<file path="src/rtl/ex_mdu_if.sv">
// EX stage <-> multiply/divide unit: request, flush, operands and busy/done/result.
interface ex_mdu_if #(
  parameter int XLEN = 32
);
  logic            pipe_flush;
  logic            mdu_start;
  logic [2:0]      mdu_op;
  logic            mdu_word;
  logic [XLEN-1:0] mdu_src1;
  logic [XLEN-1:0] mdu_src2;
  logic            mdu_busy;
  logic            mdu_done;
  logic [XLEN-1:0] mdu_res;

  modport master (
    output pipe_flush, mdu_start, mdu_op, mdu_word, mdu_src1, mdu_src2,
    input  mdu_busy, mdu_done, mdu_res
  );
  modport slave (
    input  pipe_flush, mdu_start, mdu_op, mdu_word, mdu_src1, mdu_src2,
    output mdu_busy, mdu_done, mdu_res
  );
endinterface

</file>
<file path="src/rtl/ex_mdu.sv">
// Iterative RV M-extension unit: shift-add multiply (MUL_BITS/cycle) and restoring
// divide (1 bit/cycle) on operand magnitudes, with sign fix-up in a final FIX cycle.
module ex_mdu #(
  parameter int XLEN     = 32,
  parameter int MUL_BITS = 2,
  parameter int W_EN     = 0
) (
  input logic     clk,
  input logic     rst_n,
  ex_mdu_if.slave mdu
);
  localparam int CNT_W = $clog2(XLEN) + 1;
  localparam int PW    = 2 * XLEN;

  typedef enum logic [1:0] {IDLE, CALC, FIX, DONE} state_t;

  state_t state, state_nxt;

  logic             flush;
  logic             start;
  logic [2:0]       op;
  logic [XLEN-1:0]  src1;
  logic [XLEN-1:0]  src2;

  logic [2:0]       op_q;
  logic             word_q;
  logic             neg_q;
  logic             rneg_q;
  logic [CNT_W-1:0] cnt;
  logic [PW-1:0]    acc;
  logic [PW-1:0]    mcand;
  logic [XLEN-1:0]  mplier;
  logic [XLEN-1:0]  quo;
  logic [XLEN-1:0]  rem;
  logic [XLEN-1:0]  dvs;
  logic [XLEN-1:0]  res;

  assign flush = mdu.pipe_flush;
  assign start = mdu.mdu_start;
  assign op    = mdu.mdu_op;
  assign src1  = mdu.mdu_src1;
  assign src2  = mdu.mdu_src2;

  function automatic logic [XLEN-1:0] sext32(input logic [31:0] x);
    logic [XLEN-1:0] r;
    r       = {XLEN{x[31]}};
    r[31:0] = x;
    return r;
  endfunction

  function automatic logic [XLEN-1:0] magnitude(input logic [XLEN-1:0] x,
                                                input logic neg, input logic word);
    logic [XLEN-1:0] r;
    logic [31:0]     lo;
    lo = neg ? -x[31:0] : x[31:0];
    r  = '0;
    if (word) r[31:0] = lo;
    else      r = neg ? -x : x;
    return r;
  endfunction

  function automatic logic [PW-1:0] part_prod(input logic [PW-1:0] m,
                                              input logic [MUL_BITS-1:0] d);
    logic [PW-1:0] r;
    r = '0;
    for (int i = 0; i < MUL_BITS; i++)
      if (d[i]) r = r + (m << i);
    return r;
  endfunction

  // Request decode: operand reduction, magnitudes and fast-path detection
  logic             is_div, word_in, s1_signed, s2_signed, sign1, sign2;
  logic             div_zero, div_ovf, fast, accept;
  logic [XLEN-1:0]  mag1, mag2, dvd_red, fast_res;
  logic [CNT_W-1:0] cnt_init;

  always_comb begin
    is_div    = op[2];
    word_in   = (W_EN != 0) && mdu.mdu_word && (is_div || op == 3'b000);
    s1_signed = is_div ? ~op[0] : ~(op[1] & op[0]);
    s2_signed = is_div ? ~op[0] : ~op[1];
    sign1     = s1_signed && (word_in ? src1[31] : src1[XLEN-1]);
    sign2     = s2_signed && (word_in ? src2[31] : src2[XLEN-1]);
    mag1      = magnitude(src1, sign1, word_in);
    mag2      = magnitude(src2, sign2, word_in);
    dvd_red   = word_in ? sext32(src1[31:0]) : src1;
    if (word_in) begin
      div_zero = src2[31:0] == 32'd0;
      div_ovf  = src1[31:0] == 32'h8000_0000 && src2[31:0] == 32'hFFFF_FFFF;
    end else begin
      div_zero = src2 == '0;
      div_ovf  = src1 == {1'b1, {(XLEN-1){1'b0}}} && src2 == '1;
    end
    div_ovf = div_ovf && !op[0];
    fast    = is_div && (div_zero || div_ovf);
    // Zero divisor dominates the overflow case; op[1] selects remainder.
    if (div_zero) fast_res = op[1] ? dvd_red : '1;
    else          fast_res = op[1] ? '0 : dvd_red;
    if (is_div) cnt_init = word_in ? CNT_W'(31) : CNT_W'(XLEN - 1);
    else        cnt_init = word_in ? CNT_W'(32 / MUL_BITS - 1) : CNT_W'(XLEN / MUL_BITS - 1);
    accept = start && !flush && (state == IDLE || state == DONE);
  end

  // CALC step: one restoring-divide bit
  logic [XLEN:0]   rem_sh;
  logic [XLEN-1:0] rem_sub;
  logic            rem_ge;

  always_comb begin
    rem_sh  = {rem, quo[XLEN-1]};
    rem_ge  = rem_sh >= {1'b0, dvs};
    rem_sub = rem_sh[XLEN-1:0] - dvs;
  end

  // FIX: sign correction and result selection
  logic [PW-1:0]   prod;
  logic [XLEN-1:0] q_s, r_s, fix_res;

  always_comb begin
    prod = neg_q ? -acc : acc;
    q_s  = neg_q ? -quo : quo;
    r_s  = rneg_q ? -rem : rem;
    case (op_q)
      3'b000:                 fix_res = word_q ? sext32(prod[31:0]) : prod[XLEN-1:0];
      3'b001, 3'b010, 3'b011: fix_res = prod[PW-1:XLEN];
      3'b100, 3'b101:         fix_res = word_q ? sext32(q_s[31:0]) : q_s;
      default:                fix_res = word_q ? sext32(r_s[31:0]) : r_s;
    endcase
  end

  always_comb begin
    state_nxt = state;
    case (state)
      IDLE:    if (accept) state_nxt = fast ? DONE : CALC;
      CALC:    if (cnt == '0) state_nxt = FIX;
      FIX:     state_nxt = DONE;
      DONE:    state_nxt = accept ? (fast ? DONE : CALC) : IDLE;
      default: state_nxt = IDLE;
    endcase
    if (flush) state_nxt = IDLE;
  end

  always_ff @(posedge clk or negedge rst_n) begin
    if (!rst_n) state <= IDLE;
    else        state <= state_nxt;
  end

  always_ff @(posedge clk or negedge rst_n) begin
    if (!rst_n) begin
      op_q   <= '0;
      word_q <= 1'b0;
      neg_q  <= 1'b0;
      rneg_q <= 1'b0;
      cnt    <= '0;
      acc    <= '0;
      mcand  <= '0;
      mplier <= '0;
      quo    <= '0;
      rem    <= '0;
      dvs    <= '0;
      res    <= '0;
    end else if (accept) begin
      op_q   <= op;
      word_q <= word_in;
      neg_q  <= sign1 ^ sign2;
      rneg_q <= sign1;
      cnt    <= cnt_init;
      acc    <= '0;
      mcand  <= PW'(mag1);
      mplier <= mag2;
      // Word dividends are left-aligned so the MSB feeds the remainder first.
      quo    <= word_in ? (mag1 << (XLEN - 32)) : mag1;
      rem    <= '0;
      dvs    <= mag2;
      if (fast) res <= fast_res;
    end else if (state == CALC) begin
      cnt <= cnt - CNT_W'(1);
      if (op_q[2]) begin
        rem <= rem_ge ? rem_sub : rem_sh[XLEN-1:0];
        quo <= {quo[XLEN-2:0], rem_ge};
      end else begin
        acc    <= acc + part_prod(mcand, mplier[MUL_BITS-1:0]);
        mcand  <= mcand << MUL_BITS;
        mplier <= mplier >> MUL_BITS;
      end
    end else if (state == FIX && !flush) begin
      res <= fix_res;
    end
  end

  assign mdu.mdu_busy = (state == CALC) || (state == FIX);
  assign mdu.mdu_done = (state == DONE);
  assign mdu.mdu_res  = res;
endmodule

</file>
<file path="src/flat_wrapper.sv">
// flat-port wrapper written by rule: the top's interface ports become plain ports
module ex_mdu_flat 
#(
  parameter int XLEN     = 32,
  parameter int MUL_BITS = 2,
  parameter int W_EN     = 0
)
  (clk, rst_n, mdu_pipe_flush, mdu_mdu_start, mdu_mdu_op, mdu_mdu_word, mdu_mdu_src1, mdu_mdu_src2, mdu_mdu_busy, mdu_mdu_done, mdu_mdu_res);
  ex_mdu_if #(.XLEN(XLEN)) mdu_i ();
  input logic clk;
  input logic rst_n;
  input wire logic [$bits(mdu_i.pipe_flush)-1:0] mdu_pipe_flush;
  input wire logic [$bits(mdu_i.mdu_start)-1:0] mdu_mdu_start;
  input wire logic [$bits(mdu_i.mdu_op)-1:0] mdu_mdu_op;
  input wire logic [$bits(mdu_i.mdu_word)-1:0] mdu_mdu_word;
  input wire logic [$bits(mdu_i.mdu_src1)-1:0] mdu_mdu_src1;
  input wire logic [$bits(mdu_i.mdu_src2)-1:0] mdu_mdu_src2;
  output wire logic [$bits(mdu_i.mdu_busy)-1:0] mdu_mdu_busy;
  output wire logic [$bits(mdu_i.mdu_done)-1:0] mdu_mdu_done;
  output wire logic [$bits(mdu_i.mdu_res)-1:0] mdu_mdu_res;
  assign mdu_i.pipe_flush = mdu_pipe_flush;
  assign mdu_i.mdu_start = mdu_mdu_start;
  assign mdu_i.mdu_op = mdu_mdu_op;
  assign mdu_i.mdu_word = mdu_mdu_word;
  assign mdu_i.mdu_src1 = mdu_mdu_src1;
  assign mdu_i.mdu_src2 = mdu_mdu_src2;
  assign mdu_mdu_busy = mdu_i.mdu_busy;
  assign mdu_mdu_done = mdu_i.mdu_done;
  assign mdu_mdu_res = mdu_i.mdu_res;
  ex_mdu #(.XLEN(XLEN), .MUL_BITS(MUL_BITS), .W_EN(W_EN)) u_core (.clk(clk), .rst_n(rst_n), .mdu(mdu_i));
endmodule
</file>
<file path="config.mk">
export PLATFORM = sky130hd
export DESIGN_NAME = ex_mdu_flat
export DESIGN_NICKNAME = d
export VERILOG_FILES = /design/src/rtl/ex_mdu_if.sv /design/src/rtl/ex_mdu.sv /design/src/flat_wrapper.sv
export SDC_FILE = /design/constraint.sdc
export NUM_CORES = 1
export LEC_CHECK = 0
export ABC_AREA = 1
export ABC_CLOCK_PERIOD_IN_PS = 5870
export CAP_MARGIN = 20
export CORE_MARGIN = 3
export CORE_UTILIZATION = 45
export DETAILED_ROUTE_END_ITERATION = 7
export DONT_BUFFER_PORTS = 1
export PLACE_DENSITY = 0.72
export RECOVER_POWER = 50
export SYNTH_ARGS = -nofsm -noshare
export SYNTH_HDL_FRONTEND = slang
export SYNTH_SLANG_ARGS = --single-unit
</file>
<file path="constraint.sdc">
create_clock -name clk -period 5.87 [get_ports clk]
set_input_delay 1.174 -clock clk [delete_from_list [all_inputs] [get_ports clk]]
set_output_delay 1.174 -clock clk [all_outputs]
set_load 0.02 [all_outputs]
</file>
==> impl_metrics.py <==
metrics = {
    "critical_path": {
        "start_kind": "register",
        "critPathArrivalTime_ns": 5.86,
        "max_stage_delay_ns": 0.48,
        "cp.required_ns": 6.29,
        "slowest_stage": "dfrtp_2",
        "critPathKind": "register to register",
        "cp_max_fo": 5,
        "cp-end-kind": "register",
    },
    "logic_synthesis": {
        "synth_edf_count": 0,
        "synthesis.area_um2": 30140,
        "synthArstFlopShare_pct": 100.0,
        "yosys_warnings": 0,
        "syn-num-nets": 5093,
        "synth_area_per_cell_um2": 6.188,
        "synth-main-ff-cell": "dfrtp_1",
        "ys_types": 64,
        "yosysSeqAreaShare_pct": 24.99,
        "ys_ff_latch": 301,
        "syn-instance-count": 4870,
    },
    "timing": {
        "max_freq_mhz": 183.8,
        "drv_slew": 0,
        "hold_violations": 0,
        "final-setup-viol-count": 0,
        "post-route-min-period_ns": 5.441,
        "tns_ns": 0,
        "fin_skew_ns": 0.03780,
        "slew_headroom_pct": 9.953,
        "finalCritPeriodShare_pct": 92.69,
        "tightest_slew_ns": 1.351,
        "setup_ws_ns": 0.4290,
        "rsz0062_at_grt": "no",
    },
    "finish": {
        "diodes": 0,
        "drive_gt1_share_pct": 4.724,
        "seqCellArea_um2": 7538,
        "multi_input_area_um2": 19500,
        "synthToLayoutAreaGrowth_pct": 7.340,
        "nNetsFinal": 5022,
        "n_fill_cell": 6905,
    },
    "power": {
        "cellLeakagePower_nw": 15.44,
        "peakVddDrop_mv": 0.3113,
        "powerDensity_nw_per_um2": 484.5,
    },
    "floorplan": {
        "num_rows": 94,
        "io_pins": 106,
        "start_util_pct": 45.59,
        "die_w_um": 264.8,
        "core_um2": 66100,
        "dieHeight_um": 264.8,
        "die-area_um2": 70110,
    },
    "route": {
        "finalWirelength_um": 114500,
        "dr.pass1.iters": 8,
        "via_per_inst": 5.897,
        "ant_nets": 0,
        "via_count": 33550,
        "drc": 0,
        "first_iter_violations": 3713,
        "post_drt_wl_per_cell_um": 20.13,
    },
    "cts": {
        "cts_tree": "yes",
        "cts-root-buf": "clkbuf_16",
        "cts_buffers": 38,
        "cts.sinks": 301,
        "clock_path_buffers": 3,
        "cts_hold_buffers": 0,
        "clock_latency_ns": 0.61,
        "htree_levels": 2,
        "clk_pin_slew_ns": 0.06,
    },
    "run_status": {
        "outcome": "finished clean",
    },
    "placed_design": {
        "pre_cts_ws_ns": 0.5622,
        "io_buffers": 0,
        "gp_congestion": 1.049,
        "hpwl_um": 89840,
    },
    "global_route": {
        "gr-total-overflow": 0,
        "grt_max_degree": 302,
        "grt_pass1_wl_um": 175400,
        "grtUsageTotal_pct": 31.67,
        "antenna_found_initial": 1,
        "grt_pass1_vias": 30880,
    },
    "job": {
        "max-cap-violations": 0,
    },
    "min_path": {
        "worstHoldPathType": "input port to async pin",
    },
}
## critical path, delay by kind of cell, from the launching register on
| kind | cells | cell delay [ns] |
|---|---|---|
| simple gates | 17 | 2.36 |
| flops | 1 | 0.48 |
| fa+ha+maj | 3 | 1.02 |
| buf+inv | 4 | 0.30 |
| compound gates | 7 | 1.13 |
## report_power, final
group,internal (mW),total [mW],switching (mW)
sequential,2.72,3.55,0.826
combinational,2.80,9.50,6.71
clock,1.55,2.62,1.07
total,7.07,15.7,8.61
## what timing repair did
action,CTS,global route
endpoints found under the hold margin,0,0
endpoints found under the setup margin,0,5
setup buffers,0,0
resized for setup,0,2
## logic make-up (layout without fill, tap and decap cells)
family	after synthesis	count (layout)	synth area share (%)
flops	301	301	24.99
simple gates	2175	2175	30.55
buf+inv	811	767	10.35
fa+ha+maj	151	151	6.344
xor+xnor	94	94	2.732
compound gates	1338	1338	25.03
## layout make-up
class | instances | area share, %
clock buffer | 42 | 3.048
inverter | 659 | 7.666
clock inverter | 25 | 1.218
timing repair buffer | 41 | 1.129
tap | 864 | 3.342
sequential | 301 | 23.30
multi-input combinational | 3758 | 60.29
## flip-flops by register name, summed over array words and instances, names as in the netlist
register / flops
u_core.rem: 32
u_core.acc: 64
u_core.mplier: 32
u_core.neg_q: 1
u_core.mcand: 64
u_core.mdu.mdu_res: 32
u_core.rneg_q: 1
u_core.dvs: 32
u_core.op_q: 3
u_core.quo: 32
u_core.state: 2
u_core.cnt: 6
## cells in the mapped netlist, types with 53 or more instances
library cell / count / share of area, %
a21oi_1: 453 / 7.5
a31oi_1: 53 / 1.1
clkbuf_1: 118 / 1.5
dfrtp_1: 301 / 25
ha_1: 148 / 6.1
inv_1: 638 / 7.9
nand2_1: 1052 / 13
nand3_1: 307 / 5.1
nor2_1: 561 / 7.0
nor3_1: 69 / 1.1
o21ai_0: 492 / 8.2
o22ai_1: 72 / 1.5
xor2_1: 72 / 2.1
## per-stage QoR
step	cell area, µm²	hold slack (ns)	instances	utilization, %	power (mW)
floorplan	30140	0.4483	4870	-	9.875
global placement	30910	0.4656	5621	46.77	12.65
global route	32350	0.2600	5690	48.94	16.77
finish	32350	0.2633	5690	48.94	15.67
CTS	32290	0.2462	5688	48.86	15.41
detailed placement	30910	0.4813	5621	46.77	12.74
## placed cells by master (no fill, tap or decap), types with 29 or more instances in the layout
| cell | count |
|---|---|
| xor2_1 | 72 |
| o221ai_1 | 34 |
| o211ai_1 | 34 |
| a21oi_1 | 453 |
| o21ai_1 | 35 |
| nand2_1 | 1052 |
| inv_1 | 636 |
| nor3_1 | 69 |
| nor2_1 | 560 |
| buf_4 | 37 |
| nand3_1 | 307 |
| nand4_1 | 52 |
| ha_1 | 148 |
| clkbuf_16 | 38 |
| a22oi_1 | 29 |
| o21ai_0 | 492 |
| dfrtp_1 | 298 |
| a31oi_1 | 52 |
| o22ai_1 | 72 |
| a21o_1 | 38 |
## layer usage
layer | wire length [µm] | GRT usage (%) | up-vias
met1 | 46850 | 41.10 | 15600
met5 | 12 | 0 | -
met2 | 51530 | 51.61 | 1451
met3 | 9096 | 3.861 | 303
li1 | - | - | 16200
met4 | 7040 | 17.29 | 2
## worst paths after layout
path / slack, ns / end / startpoint / cells after the start
worst max-delay path: 0.43 / u_core.acc[58] / u_core.mplier[0] / 31
worst min-delay path: 0.26 / u_core.mcand[34] / rst_n / 0
worst max register to register: 0.43 / u_core.acc[58] / u_core.mplier[0] / 31
worst min register to register: 0.51 / u_core.mplier[30] / u_core.mplier[30] / 2
max in group asynchronous: 4.50 / u_core.mcand[27] / rst_n / 0
min in group clk: 0.51 / u_core.mplier[30] / u_core.mplier[30] / 2
Note: power is estimated with default switching activity, not from simulation.
